$ cat src/rtl/rob_pkg.sv
// Shared definitions for the reorder-buffer retire slice: entry layout,
// geometry and the retire state enum.
package rob_pkg;

  localparam int DEPTH   = 64;
  localparam int IDX_W   = 6;
  localparam int DATA_W  = 16;
  localparam int ENTRY_W = 38;

  // Entry layout: {ready, wreg, dest[2:0], value[15:0], halt, pc[15:0]}
  localparam int PC_LSB   = 0;
  localparam int PC_MSB   = 15;
  localparam int HALT_B   = 16;
  localparam int VAL_LSB  = 17;
  localparam int VAL_MSB  = 32;
  localparam int DEST_LSB = 33;
  localparam int DEST_MSB = 35;
  localparam int WREG_B   = 36;
  localparam int READY_B  = 37;

  typedef enum logic {
    RUN    = 1'b0,
    HALTED = 1'b1
  } robState_t;

endpackage

$ cat src/rtl/rob_commit_sel.sv
// Combinational commit selection for the two head entries: decides which
// entries retire this cycle, which of them write a register, and whether a
// halt instruction retires. Holds no state; the parent owns every flop.
module rob_commit_sel
  import rob_pkg::*;
(
  input  logic               isRun,
  input  logic [IDX_W:0]     count,
  input  logic [ENTRY_W-1:0] entry0,
  input  logic [ENTRY_W-1:0] entry1,
  output logic               c0,
  output logic               c1,
  output logic [1:0]         nCommit,
  output logic               selWen0,
  output logic               selWen1,
  output logic               haltCommit
);

  // Value and pc fields are consumed by the parent, not here.
  logic unusedFields;
  assign unusedFields = ^{entry0[VAL_MSB:VAL_LSB], entry0[PC_MSB:PC_LSB],
                          entry1[VAL_MSB:VAL_LSB], entry1[PC_MSB:PC_LSB]};

  // In-order retire of up to two ready entries; a halt stops the pair.
  always_comb begin
    // NOTE: every output gets a value first so no path leaves one unassigned (no latch).
    c0         = 1'b0;
    c1         = 1'b0;
    selWen0    = 1'b0;
    selWen1    = 1'b0;
    haltCommit = 1'b0;

    c0 = isRun && (count != '0) && entry0[READY_B];
    c1 = c0 && (count > (IDX_W+1)'(1)) && entry1[READY_B] && !entry0[HALT_B];

    selWen0 = c0 && entry0[WREG_B] && !entry0[HALT_B];
    selWen1 = c1 && entry1[WREG_B] && !entry1[HALT_B];

    // Younger write wins so the register file never sees a same-address pair.
    if (selWen0 && selWen1 &&
        (entry0[DEST_MSB:DEST_LSB] == entry1[DEST_MSB:DEST_LSB]))
      selWen0 = 1'b0;

    haltCommit = (c0 && entry0[HALT_B]) || (c1 && entry1[HALT_B]);
    nCommit    = {1'b0, c0} + {1'b0, c1};
  end

endmodule

$ cat src/rtl/rob_retire.sv
// Retire end of the 64-entry reorder buffer. Commits up to two ready
// entries per cycle from the head, drives the register write ports one
// cycle later, and tracks occupancy, stall, halt and over-allocation.
// Optional: define ROB_RETIRE_CNT_EN to build the 32-bit retired counter.
module rob_retire
  import rob_pkg::*;
(
  input  logic               clk,
  input  logic               rst_n,
  input  logic [2:0]         alloc_cnt,
  input  logic               flush,
  input  logic [IDX_W-1:0]   flush_ptr,
  output logic [IDX_W-1:0]   rd_addr0,
  output logic [IDX_W-1:0]   rd_addr1,
  input  logic [ENTRY_W-1:0] rd_entry0,
  input  logic [ENTRY_W-1:0] rd_entry1,
  output logic               wen0,
  output logic               wen1,
  output logic [2:0]         waddr0,
  output logic [2:0]         waddr1,
  output logic [DATA_W-1:0]  wdata0,
  output logic [DATA_W-1:0]  wdata1,
  output logic [IDX_W-1:0]   wtag0,
  output logic [IDX_W-1:0]   wtag1,
  output logic [IDX_W-1:0]   head,
  output logic [IDX_W:0]     count,
  output logic               stall,
  output logic               halted,
  output logic               alloc_err,
  output logic [31:0]        retired
);

  robState_t         state, stateNext;
  logic              c0, c1, selWen0, selWen1, haltCommit;
  logic [1:0]        nCommit;
  logic [IDX_W+1:0]  freeSlots;
  logic              allocOk;
  logic [IDX_W:0]    countNext;

  assign rd_addr0 = head;
  assign rd_addr1 = head + IDX_W'(1);
  assign stall    = count > (IDX_W+1)'(DEPTH - 4);
  assign halted   = (state == HALTED);

  rob_commit_sel u_sel (
    .isRun      (state == RUN),
    .count      (count),
    .entry0     (rd_entry0),
    .entry1     (rd_entry1),
    .c0         (c0),
    .c1         (c1),
    .nCommit    (nCommit),
    .selWen0    (selWen0),
    .selWen1    (selWen1),
    .haltCommit (haltCommit)
  );

  // Free slots include those vacated by this cycle's commits.
  always_comb begin
    freeSlots = (IDX_W+2)'(DEPTH) - {1'b0, count} + (IDX_W+2)'(nCommit);
    allocOk   = (IDX_W+2)'(alloc_cnt) <= freeSlots;
    countNext = count - (IDX_W+1)'(nCommit)
              + (allocOk ? (IDX_W+1)'(alloc_cnt) : '0);
  end

  // Retire state register.
  always_ff @(posedge clk or negedge rst_n) begin
    if (!rst_n) state <= RUN;
    else        state <= stateNext;
  end

  // Next state: a retiring halt parks the block until reset.
  always_comb begin
    stateNext = state;
    if (!flush && haltCommit) stateNext = HALTED;
  end

  // Pointers, occupancy, sticky error and the registered write ports.
  always_ff @(posedge clk or negedge rst_n) begin
    if (!rst_n) begin
      head      <= '0;
      count     <= '0;
      alloc_err <= 1'b0;
      wen0      <= 1'b0;
      wen1      <= 1'b0;
      waddr0    <= '0;
      waddr1    <= '0;
      wdata0    <= '0;
      wdata1    <= '0;
      wtag0     <= '0;
      wtag1     <= '0;
    end else if (flush) begin
      // NOTE: non-blocking updates so every flop samples pre-edge values.
      head  <= flush_ptr;
      count <= '0;
      wen0  <= 1'b0;
      wen1  <= 1'b0;
    end else begin
      head      <= head + IDX_W'(nCommit);
      count     <= countNext;
      alloc_err <= alloc_err | ~allocOk;
      wen0      <= selWen0;
      wen1      <= selWen1;
      if (c0) begin
        waddr0 <= rd_entry0[DEST_MSB:DEST_LSB];
        wdata0 <= rd_entry0[VAL_MSB:VAL_LSB];
        wtag0  <= rd_addr0;
      end
      if (c1) begin
        waddr1 <= rd_entry1[DEST_MSB:DEST_LSB];
        wdata1 <= rd_entry1[VAL_MSB:VAL_LSB];
        wtag1  <= rd_addr1;
      end
    end
  end

`ifdef ROB_RETIRE_CNT_EN
  // Retired-instruction counter, wrapping at 2^32.
  always_ff @(posedge clk or negedge rst_n) begin
    if (!rst_n)     retired <= '0;
    else if (!flush) retired <= retired + 32'(nCommit);
  end
`else
  assign retired = '0;
`endif

endmodule

$ cat config.mk
export PLATFORM = sky130hd
export DESIGN_NAME = rob_retire
export DESIGN_NICKNAME = d
export VERILOG_FILES = /design/src/rtl/rob_pkg.sv /design/src/rtl/rob_commit_sel.sv /design/src/rtl/rob_retire.sv
export SDC_FILE = /design/constraint.sdc
export NUM_CORES = 1
export LEC_CHECK = 0
export ABC_CLOCK_PERIOD_IN_PS = 4900
export BUFFER_PORTS_ARGS = -buffer_cell sky130_fd_sc_hd__buf_2
export CAP_MARGIN = 25
export CORE_ASPECT_RATIO = 1.25
export CORE_MARGIN = 2
export CORE_UTILIZATION = 23
export DETAILED_ROUTE_END_ITERATION = 8
export GPL_ROUTABILITY_DRIVEN = 0
export SETUP_SLACK_MARGIN = 0.02
export SYNTH_ARGS = -nofsm -noshare
export SYNTH_HDL_FRONTEND = slang
export SYNTH_SLANG_ARGS = --single-unit
$ cat constraint.sdc
create_clock -name clk -period 4.9 [get_ports clk]
set_clock_uncertainty 0.1 [all_clocks]
set_input_delay 0.49 -clock clk [delete_from_list [all_inputs] [get_ports clk]]
set_output_delay 0.49 -clock clk [all_outputs]
set_load 0.005 [all_outputs]
## After elaboration in Yosys (flattened, before gate mapping)

Index checks and enable logic that the tools add are counted.

| word-level totals | value |
|---|---|
| word-level logic and storage cells | 54 |
| bits in registers | 67 |
| input bits | 88 |
| output and inout port bits | 112 |

| cells by class | value |
|---|---|
| bitwise gates (word level) | 4 |
| muxes and demuxes | 6 |
| $lt $le $gt $ge | 3 |
| $add $sub $neg | 7 |
| equality and inequality tests | 1 |
| reductions and logical operators | 21 |

Operators by type and width:

| kind | count |
|---|---|
| 1-bit logical AND | 14 |
| 8-bit by 2-bit adder with 8-bit output | 1 |
| 3-bit by 8-bit less-or-equal comparator with 1-bit output | 1 |
| 7-bit by 7-bit subtractor with 8-bit output, first input constant | 1 |
| 7-bit by 3-bit adder with 7-bit output | 1 |
| 7-bit by 1-bit greater-than comparator with 1-bit output, second input constant | 1 |
| 7-bit by 6-bit greater-than comparator with 1-bit output, second input constant | 1 |
| 7-bit two-way mux | 1 |
| 7-bit nonzero test | 1 |
| 7-bit by 2-bit subtractor with 7-bit output | 1 |
| 6-bit by 1-bit adder with 6-bit output, second input constant | 1 |
| 6-bit by 2-bit adder with 6-bit output | 1 |
| 6-bit two-way mux | 1 |
| 2-bit AND reduction | 2 |
| 3-bit equality test | 1 |
| 1-bit logical NOT | 3 |
| 1-bit two-way mux | 3 |
| 3-bit two-way mux | 1 |
| 1-bit NOT | 3 |
| 1-bit by 1-bit adder with 2-bit output | 1 |
| 1-bit logical OR | 1 |
| 1-bit bitwise OR | 1 |

## Depth between registers and ports, before layout

Gate-level depths: netlist of the first run.

| depth | value |
|---|---|
| depth in word-level cells | 12 |
| gate-level depth with buffers | 25 |
| mapped depth without buffers | 25 |

## Hierarchy

From an unflattened synthesis of the first run, not the netlist that was laid out.

| second synthesis, totals | value |
|---|---|
| cells, all modules | 333 |
| area total of the unflattened synthesis | 3,819.9 sq um |

Modules (own cells, without submodules):

| module | times used | area an instance (sq um) | sequential area each (sq um) | cells each |
|---|---|---|---|---|
| rob_retire | 1 | 3,673.5 | 1,676.6 | 312 |
| rob_commit_sel | 1 | 146.4 | 0.0 | 21 |

## Worst setup path before layout of the first run

Ideal clock, no wire load.

| path | value |
|---|---|
| path type | reg-to-reg |
| start | register count[5] |
| end | register count[6] |
| path buffers | 0 |
| arrival | 4.952 ns |
| cell stages (with the launch flop) | 23 |
| required time | 4.713 ns |
| clock period less this slack | 5.139 ns |
| slack | -0.239 ns |
| library setup time | 0.087 ns |
| cells stage by stage | dfrtp_1 inv_1 ha_1 nor4b_4 a221o_2 inv_1 ha_1 inv_1 ha_1 inv_1 fa_1 xor2_1 ha_1 or2_2 o311a_1 o211ai_1 o21ai_0 fa_1 fa_1 nor2b_1 o21ai_0 a211o_1 o211ai_1 |

| between the ends | value |
|---|---|
| word-level cells in the longest chain between the ends | 12 |
| elaborated cells on any way between the ends | 15 |
| classes of those cells | add/sub: 5; order compare: 2; mux: 2; reduce/logical: 6 |

RTL lines:

| element | RTL line | text |
|---|---|---|
| start, declared | rob_retire.sv:26 | `output logic [IDX_W:0] count,` |
| start signal, assigned | rob_retire.sv:100 | `count <= countNext;` |
| parallel branches: the longest is 10 deep, another holds 8-bit by 2-bit adder with 8-bit output | n/a |  |
| 7-bit by 3-bit adder with 7-bit output (*) | rob_retire.sv:63 | `+ (allocOk ? (IDX_W+1)'(alloc_cnt) : '0);` |
| 7-bit two-way mux (*) | rob_retire.sv:92 | `end else if (flush) begin` |

Every way passes the cells marked *.
A chain may end at the register's enable or synchronous reset.

## Final worst setup path of the first run

| path | value |
|---|---|
| start | register count[4] |
| end | register count[4] |

The elaborated chain is that of the path after synthesis.

==> metrics.md, run 1 <==
| Metric | Value |
|---|---|
| Failing checks | `negative setup slack` |
| Non-filler cells, final | `724` |
| DR pass1 iterations | `4` |
| Post-route cell area | `around 0.0054 mm²` |
| Detailed-route DRC error count | `0` |
| Die H | `151 µm` |
| Fmax | `204 MHz` |
| Global-route wire length before repair | `approximately 15 mm` |
| Layout filler cell count | `1727` |
| Largest area contributor in the netlist | `dfrtp_1` |
| Share of cells above drive strength 1 | `55.0%` |
| CORE AREA | `0.0168 mm²` |
| CTS Buffer Depth | `2` |
| Initial antenna violation count | `0` |
| Root buf cell | `clkbuf_16` |
| Ant. Diodes | `0` |
| Post-synth cell types | `53` |
| Vias in the first global route | `2991` |
| Initial Utilization | `23.5%` |
| Grt total ovfl | `0` |
| Die area | `roughly 0.018 mm²` |
| Fraction of synthesis flops using an asynchronous set or reset pin | `100%` |
| Area share of the largest cell type after synthesis | `42.4%` |
| Req. time, crit path | `approximately 5 ns` |
| Clk slew on worst S/H paths | `0.06 ns` |
| Final WL | `10.2 mm` |
| Worst slew margin | `between 50 and 60%` |
| Final hold violations | `0` |
| CP Cell Sequence | `inv_2 -> ha_4 -> nor4b_4 -> a221o_2 -> inv_2 -> ha_4 -> inv_4 -> ha_4 -> inv_2 -> fa_2 -> xor2_1 -> ha_1 -> or2_4 -> o311a_1 -> o211ai_1 -> o21ai_1 -> fa_1 -> fa_2 -> nor2b_4 -> buf_4 -> o21a_1 -> or3_1 -> a21oi_2` |
| Power, Total | `around 3.3 mW` |
| Synth area leaders | `dfrtp_1, mux2_2, ha_1` |
| Leakage | `approximately 2.7 nW` |
| Yosys reg bits | `67` |
| CTS tree | `done` |
| Syn. warnings | `0` |
| Inst Count DP | `696` |
| Crit. Startpoint | `count[4]$_DFF_PN0_` |
| Number of synthesized flops with an enable pin | `0` |
| RSZ-0062 raised after global routing | `true` |
| Mean post-synth cell area | `12.1 µm²` |
| Synth Instances | `326` |
| IO buf count | `135` |
| Sequential area share after synthesis | `42.4%` |
| Layout Utilization | `32.1%` |
| CP Capture Type | `register` |
| Final setup vio count | `1` |
| Post-DP HPWL | `7.67 mm` |
| Die X-Extent | `121 µm` |
| Status | `complete, but fails checks` |
| Worst-skew pair later-pin latency | `0.33 ns` |
| Initial drt markers | `119` |
| Worst Max-Slew Pin Slew | `0.702 ns` |
| Final period util | `100%` |
| WS Path Type | `reg -> reg` |
| Total Routing Usage GR | `10.7%` |
| Post-DR wirelength/cell | `14.1 µm` |
| FP Rows | `53` |
| Ys flop type | `dfrtp_1` |
| Cts bufs inserted | `9` |
| Minimum clock period | `4.91 ns` |
| Slew Limit Fails | `0` |
| CTS H-Tree Depth | `3` |
| Post-Route Setup TNS | `-0.0124 ns` |
| TritonCTS sink count | `67` |
| CP max-delay cell | `fa_1` |
| CP arrival | `5.06 ns` |
| Area added between synthesis and finish | `36.9%` |
| DR vias | `2932` |
| Post-CTS Hold Buffers | `0` |
| DRT antenna net count | `0` |
| Vias per cell | `4.05` |
| CP Launch Type | `register` |
| Worst R2R Start | `count[4]$_DFF_PN0_` |
| DP Area | `0.00491 mm²` |
| CP peak stage delay | `0.54 ns` |
| Fin nets | `618` |
| Io pins | `200` |
| Worst VDD drop | `182 µV` |
| Max-capacitance violation count | `0` |
| Largest net degree at the start of global routing | `38` |
| Crit path max fanout | `4` |
| Fin worst setup slack | `-0.0124 ns` |
| Synthesized cell area | `0.00395 mm²` |
| PwrDens | `about 600 mW/mm²` |
| Worst min path class | `in -> async` |
routing by layer:
metal	GRT usage, %	wire, µm	up-vias
met3	2.58	561	10
met1	12.0	4080	1419
li1	-	-	1402
met4	3.97	114	0
met5	0	0	-
met2	19.7	5420	101
cell usage after synthesis, drive strengths merged (3+ instances only):
master and number:
ha 27, dfrtp 67, nand3 7, mux2 52
o21ai 12, clkbuf 5, fa 4, buf 43
nor2b 6, nand2 7, o211ai 3, a21oi 5
nor2 8, inv 27, xnor2 9, xor2 5
nor4b 4
worst paths after layout:
path                                          to  slack (ns)  cells after the start
min reg2reg                alloc_err$_DFFE_PN0N_        0.37                      2
min in group clk               head[3]$_DFF_PN0_        0.28                      3
min                        wdata0[4]$_DFFE_PN0P_        0.11                      1
max in group asynchronous     count[3]$_DFF_PN0_        3.61                      2
max                           count[4]$_DFF_PN0_       -0.01                     23
max reg2reg                   count[4]$_DFF_PN0_       -0.01                     23
critical path: cells and delay by family (launching register included):
| family | cells | cell delay, ns |
|---|---|---|
| xor gates and xnor gates | 1 | 0.16 |
| and+or+nand+nor | 4 | 0.88 |
| DFF | 1 | 0.39 |
| AOI/OAI and AO/OA | 6 | 0.96 |
| buffers and inverters | 5 | 0.39 |
| adders and majority gates | 7 | 1.97 |
registers in the layout, summed over array words and instances (netlist names):
| name | count |
|---|---|
| alloc_err | 1 |
| count | 7 |
| head | 6 |
| wen1 | 1 |
| wtag1 | 6 |
| halted | 1 |
| waddr0 | 3 |
| wen0 | 1 |
| wtag0 | 6 |
| waddr1 | 3 |
| wdata0 | 16 |
| wdata1 | 16 |
repair_timing:
action                                  CTS  global route
endpoints found under the setup margin    4             4
gates resized for setup                  16             9
pin swaps                                17            16
buffers inserted                          7             5
endpoints found under the hold margin     0             0
cells in the final DEF (no fill, tap or decap), types with 3 or more instances in the layout:
cell type,n
inv_1,19
ha_4,6
a21oi_1,3
inv_2,6
nand3_1,7
o21ai_0,7
nand2_1,7
buf_2,135
o211ai_1,3
nor2_1,7
conb_1,32
clkbuf_16,9
nor4b_1,3
dfrtp_1,66
mux2_4,19
mux2_2,33
o21ai_1,4
xor2_1,5
buf_4,44
clkinv_2,3
xnor2_1,9
ha_1,19
nor2b_1,4
where the power goes:
group | leakage, nW | total (mW) | internal [mW] | switching (mW)
Clock | 0.156 | 0.696 | 0.444 | 0.251
Combinational | 1.72 | 1.63 | 0.928 | 0.697
Sequential | 0.831 | 0.940 | 0.792 | 0.148
kinds of logic after synthesis:
kind of cell	count (synthesis)	synth area share [%]
buffers and inverters	75	12.1
flip-flops	67	42.4
multiplexers	52	16.6
AND/OR/NAND/NOR	50	8.43
AO/OA/AOI/OAI	36	6.65
adder cells (fa/ha/maj)	31	10.6
XOR/XNOR	14	3.10
other	1	0.0949
cell type report:
type	instances	area (µm²)	area share (%)
multi-input cells	215	2030	37.5
well taps	220	275	5.09
clock inverters	7	91.3	1.69
inverters	27	106	1.97
clock buffers	9	225	4.16
repair buffers	179	1010	18.6
flip-flops and latches	67	1680	31.0
stage by stage:
| stage | setup slack (ns) | hold slack, ns |
|---|---|---|
| 5_1_grt | -0.260 | 0.156 |
| 2_1_floorplan | 0.0325 | 0.0944 |
| 4_1_cts | -0.0344 | 0.112 |
| 3_3_place_gp | -0.141 | 0.357 |
| 3_5_place_dp | -0.197 | 0.358 |
| 6_report | -0.0124 | 0.108 |
Note: power is estimated with default switching activity, not from simulation.
==> run 2, diff against run 1 <==
CORE_MARGIN = not set   (was 2)
==> metrics.md, run 2 (synthesis results as in run 1) <==
| Metric | Value |
|---|---|
| CTS H-Tree Depth | `3 (unchanged)` |
| Worst Max-Slew Pin Slew | `0.864 ns (+0.162 ns)` |
| Ant. Diodes | `0 (unchanged)` |
| Worst VDD drop | `280 µV (+54%)` |
| Commonest cells after routing, fill and taps aside | `buf_2, dfrtp_1, buf_4` |
| DR vias | `3024 (+3.1%)` |
| Largest registers | `wdata0: 16 flops, wdata1: 16 flops, count: 7 flops` |
| Vias per cell | `4.14 (+2.3%)` |
| Die area | `0.0177 mm² (-3.0%)` |
| Req. time, crit path | `5.04 ns (about the same)` |
| Commonest non-fill, non-tap cell in the layout | `buf_2` |
| Post-route cell area | `0.00542 mm² (+0.28%)` |
| Die H | `149 µm (-1.3%)` |
| PwrDens | `595 mW/mm² (-1.3%)` |
| DRT antenna net count | `0 (unchanged)` |
| CTS tree | `done` |
| Root buf cell | `clkbuf_16` |
| Crit path max fanout | `4 (unchanged)` |
| Initial drt markers | `75 (-37%)` |
| Power, Total | `3.23 mW (-1.0%)` |
| Minimum clock period | `4.88 ns (-0.0333 ns)` |
| Status | `complete, no violations` |
| Non-filler cells, final | `730 (+0.83%)` |
| Final setup vio count | `0 (-1)` |
| Initial antenna violation count | `0 (unchanged)` |
| Fmax | `205 MHz (+0.68%)` |
| Total Routing Usage GR | `11.3% (+0.60 points)` |
| Post-DP HPWL | `7.51 mm (-2.1%)` |
| Final hold violations | `0 (unchanged)` |
| Worst-skew pair later-pin latency | `0.32 ns (about the same)` |
| Vias in the first global route | `2975 (-0.53%)` |
| Post-CTS Hold Buffers | `0 (unchanged)` |
| Max-capacitance violation count | `0 (unchanged)` |
| CP Launch Type | `register` |
| Die X-Extent | `119 µm (-1.6%)` |
| M3 GR Usage | `2.80% (+0.22 points)` |
| Slew Limit Fails | `0 (unchanged)` |
| WS Path Type | `reg -> reg` |
| Worst min path class | `in -> async` |
| CP Capture Type | `register` |
| Final period util | `99.6% (-0.68 points)` |
| Detailed-route DRC error count | `0 (unchanged)` |
| Post-DR wirelength/cell | `13.8 µm (-1.8%)` |
| DR pass1 iterations | `5 (+1)` |
| Worst slew margin | `42.4% (-11 points)` |
| Share of cells above drive strength 1 | `54.7% (-0.25 points)` |
| CORE AREA | `0.0168 mm² (-0.39%)` |
| CP arrival | `5.02 ns (-0.04 ns)` |
| Inst Count DP | `693 (-0.43%)` |
| FP Rows | `53 (unchanged)` |
| Grt total ovfl | `0 (unchanged)` |
| DP Area | `0.00489 mm² (-0.41%)` |
| IO buf count | `135 (unchanged)` |
| Global-route wire length before repair | `15.4 mm (+1.9%)` |
| Area added between synthesis and finish | `37.3%` |
| Largest net degree at the start of global routing | `68 (+79%)` |
| GR peak layer | `met2` |
| CTS Buffer Depth | `2 (unchanged)` |
| TritonCTS sink count | `67 (unchanged)` |
| Met1 Track Usage GR | `13.3% (+1.3 points)` |
| Hold WS | `0.193 ns (+0.0845 ns)` |
| Leakage | `2.72 nW (+0.52%)` |
| Initial Utilization | `23.5% (+0.093 points)` |
| Fin nets | `624 (+0.97%)` |
| Io pins | `200 (unchanged)` |
| Cts bufs inserted | `9 (unchanged)` |
| Post-Route Setup TNS | `0 ns (+0.0124 ns)` |
| Clk slew on worst S/H paths | `0.05 ns (about the same)` |
| Met2 capacity usage during global routing | `20.1% (+0.48 points)` |
| RSZ-0062 raised after global routing | `true` |
| Final WL | `10.1 mm (-0.94%)` |
-- run 2: cell types whose count changed in the layout (fill, tap and decap cells not counted), sizes merged --
cell | previous run | this run
buf | 179 | 185
clkbuf | 9 | 14
clkinv | 3 | 1
bufinv | 2 | 1
clkinvlp | 1 | 0
inv | 28 | 27
-- run 2: per-stage QoR --
stage	util, %	setup WS (ns)
after CTS	32.1	-0.0188
after global placement	29.1	-0.168
after global routing	32.3	-0.193
after detailed placement	29.1	-0.236
after floorplan	-	0.0325
final	32.3	0.0209
-- run 2: routing by layer --
| metal | part of all wire (%) | wire length, µm |
|---|---|---|
| met4 | 1.3 | 131 |
| met5 | 0 | 0 |
| met2 | 51 | 5150 |
| met1 | 42 | 4240 |
| met3 | 5.6 | 560 |
-- run 2: path summary, 6_finish.rpt --
check / cells past startpoint / endpoint / from / slack (ns)
min in group clk: 3 / head[4]$_DFF_PN0_ / flush_ptr[4] / 0.28
worst max register to register: 25 / count[6]$_DFF_PN0_ / count[4]$_DFF_PN0_ / 0.02
max in group asynchronous: 1 / count[3]$_DFF_PN0_ / rst_n / 3.91
worst min register to register: 2 / alloc_err$_DFFE_PN0N_ / alloc_err$_DFFE_PN0N_ / 0.38
worst max-delay path: 25 / count[6]$_DFF_PN0_ / count[4]$_DFF_PN0_ / 0.02
worst min-delay path: 1 / waddr0[2]$_DFFE_PN0P_ / rst_n / 0.19
-- run 2: where the power goes --
group / internal (mW) / leakage, nW / total (mW) / switching (mW)
logic: 0.961 / 1.74 / 1.66 / 0.700
clock network: 0.408 / 0.141 / 0.628 / 0.221
registers: 0.793 / 0.831 / 0.939 / 0.146
-- run 2: final cells by class --
cell class              instances  area (µm²)
clock buffers                  14         254
clock inverters                 2        35.0
fillers                      1730       11400
inverters                      27         104
multi-input cells             215        2020
flip-flops and latches         67        1680
well taps                     220         275
repair buffers                185        1050
-- run 2: repair_timing --
action / 4_1_cts / 5_1_grt
resized for setup: 14 / 7
setup buffers: 21 / 3
pin swaps: 18 / 19
setup endpoints to repair: 4 / 6
-- run 2: critical path, cell delays in order, from the launching register on --
cell      delay, ns
dfrtp_1        0.38
inv_2          0.13
ha_4           0.15
nor4b_4        0.24
a221o_2        0.24
inv_2          0.05
ha_4           0.28
inv_4          0.04
ha_4           0.14
inv_2          0.05
fa_2           0.42
inv_2          0.08
ha_4           0.19
nor2b_4        0.12
o311a_1        0.28
o211ai_1       0.18
o21ai_1        0.13
ha_1           0.30
inv_1          0.06
ha_2           0.18
inv_2          0.05
fa_2           0.41
nor2b_4        0.15
o21ai_2        0.08
a211o_1        0.26
o211ai_1       0.08
==> run 3, diff against run 2 <==
ABC_CLOCK_PERIOD_IN_PS = 5100   (was 4900)
clock period = 5.1 ns   (was 4.9 ns; I/O delays follow)
==> metrics.md, run 3 (synthesis results as in run 1) <==
| Metric | Value |
|---|---|
| Power, Total | `2.97 mW (-7.9%)` |
| Inst Count DP | `691 (-0.29%)` |
| Root buf cell | `clkbuf_16` |
| Grt total ovfl | `0 (unchanged)` |
| Fmax | `204 MHz (-0.64%)` |
| Worst slew margin | `59.1% (+17 points)` |
| DR pass1 iterations | `4 (-1)` |
| CTS H-Tree Depth | `3 (unchanged)` |
| Total Routing Usage GR | `11.1% (-0.23 points)` |
| PwrDens | `561 mW/mm² (-5.7%)` |
| Max-capacitance violation count | `0 (unchanged)` |
| Leakage | `2.63 nW (-3.1%)` |
| RSZ-0062 raised after global routing | `true` |
| Layout Utilization | `31.6% (-0.76 points)` |
| CORE AREA | `0.0168 mm² (unchanged)` |
| Initial Utilization | `23.5% (unchanged)` |
| Commonest non-fill, non-tap cell in the layout | `buf_2` |
| DR vias | `2960 (-2.1%)` |
| WS Path Type | `reg -> reg` |
| Post-Route Setup TNS | `0 ns (unchanged)` |
| Io pins | `200 (unchanged)` |
| Layout filler cell count | `1677 (-3.1%)` |
| Initial antenna violation count | `0 (unchanged)` |
| Status | `complete, no violations` |
| Die X-Extent | `119 µm (unchanged)` |
| Worst min path class | `in -> async` |
| Footprint of the multi-input gates | `0.00203 mm² (+0.49%)` |
| CTS Buffer Depth | `2 (unchanged)` |
| Non-filler cells, final | `713 (-2.3%)` |
| CP Launch Type | `register` |
| Vias per cell | `4.15 (+0.22%)` |
| Crit path max fanout | `4 (unchanged)` |
| Fin nets | `607 (-2.7%)` |
| Hold WS | `0.0812 ns (-0.111 ns)` |
| Post-DP HPWL | `7.37 mm (-1.8%)` |
| Post-CTS Hold Buffers | `0 (unchanged)` |
| Clk slew on worst S/H paths | `0.06 ns (about the same)` |
| TritonCTS sink count | `67 (unchanged)` |
| Final WL | `9.79 mm (-2.9%)` |
| Worst VDD drop | `151 µV (-46%)` |
| FP Rows | `53 (unchanged)` |
| Final period util | `96.3% (-3.3 points)` |
| Final setup vio count | `0 (unchanged)` |
| CTS tree | `done` |
| Share of cells above drive strength 1 | `54.0% (-0.75 points)` |
| R2R cell count | `22 (-12%)` |
| DP Area | `0.00485 mm² (-0.84%)` |
| Largest registers | `wdata0: 16 flops, wdata1: 16 flops, count: 7 flops` |
| Worst-skew pair later-pin latency | `0.33 ns (about the same)` |
| Minimum clock period | `4.91 ns (+0.0313 ns)` |
| Area added between synthesis and finish | `34.1%` |
| Detailed-route DRC error count | `0 (unchanged)` |
| Pre-CTS setup slack | `-0.236 ns (+0.000262 ns)` |
| IO buf count | `135 (unchanged)` |
| Post-DR wirelength/cell | `13.7 µm (-0.54%)` |
| Commonest cells after routing, fill and taps aside | `buf_2, dfrtp_1, mux2_2, buf_4, conb_1` |
| Req. time, crit path | `5.25 ns (+0.21 ns)` |
| Initial drt markers | `93 (+24%)` |
| DRT antenna net count | `0 (unchanged)` |
| Die H | `149 µm (unchanged)` |
| Post-route cell area | `0.00530 mm² (-2.4%)` |
| Cts bufs inserted | `9 (unchanged)` |
| Global-route wire length before repair | `15.1 mm (-2.0%)` |
| R2r setup slk | `0.19 ns (+0.17 ns)` |
| Worst Max-Slew Pin Slew | `0.614 ns (-0.250 ns)` |
| Vias in the first global route | `2958 (-0.57%)` |
| Slew Limit Fails | `0 (unchanged)` |
| Final hold violations | `0 (unchanged)` |
| CP Capture Type | `register` |
| Register area | `0.00168 mm² (unchanged)` |
| Largest net degree at the start of global routing | `44 (-35%)` |
| Die area | `0.0177 mm² (unchanged)` |
| Ant. Diodes | `0 (unchanged)` |
| Fin worst setup slack | `0.190 ns (+0.169 ns)` |
| CP arrival | `5.06 ns (+0.04 ns)` |
run 3: worst max-delay path: stages, from the launching register on:
cell	delay (ns)
dfrtp_2	0.40
inv_1	0.12
ha_1	0.20
o31ai_1	0.08
a221o_2	0.38
inv_2	0.07
ha_4	0.20
inv_4	0.06
ha_4	0.11
inv_2	0.03
fa_2	0.53
inv_2	0.05
ha_4	0.21
nor2b_4	0.12
o311a_1	0.33
o211ai_1	0.14
o21ai_1	0.15
fa_1	0.57
fa_2	0.25
nor2b_4	0.05
o21a_1	0.17
or3_1	0.34
a21oi_2	0.17
run 3: final cells by class:
| class | count | share of cell area [%] |
|---|---|---|
| Clock buffer | 12 | 4.84 |
| Timing Repair Buffer | 168 | 17.4 |
| Sequential cell | 67 | 31.7 |
| Clock inverter | 4 | 0.472 |
| Multi-Input combinational cell | 215 | 38.4 |
| Inverter | 27 | 1.96 |
| Tap cell | 220 | 5.20 |
run 3: path summary, 6_finish.rpt:
path | from | to
max | count[3]$_DFF_PN0_ | count[4]$_DFF_PN0_
min | rst_n | wdata0[2]$_DFFE_PN0P_
max reg2reg | count[3]$_DFF_PN0_ | count[4]$_DFF_PN0_
min reg2reg | alloc_err$_DFFE_PN0N_ | alloc_err$_DFFE_PN0N_
max in group asynchronous | rst_n | count[3]$_DFF_PN0_
min in group clk | flush_ptr[1] | head[1]$_DFF_PN0_
run 3: what timing repair did:
item                                    CTS  global route
buffers inserted                          1             5
gates resized for setup                   9            20
endpoints found under the setup margin    4             4
pin swaps                                 3            18
endpoints found under the hold margin     0             0
run 3: power by group:
group	switching, mW	total [mW]	internal [mW]
logic	0.645	1.48	0.837
registers	0.145	0.906	0.761
clock network	0.229	0.583	0.354
run 3: layer usage:
metal	vias to the layer above	routed length [µm]	track usage, %
met5	-	0	0
met4	0	193	4.62
met2	108	5010	19.7
met3	17	525	2.57
met1	1457	4060	12.8
li1	1378	-	-
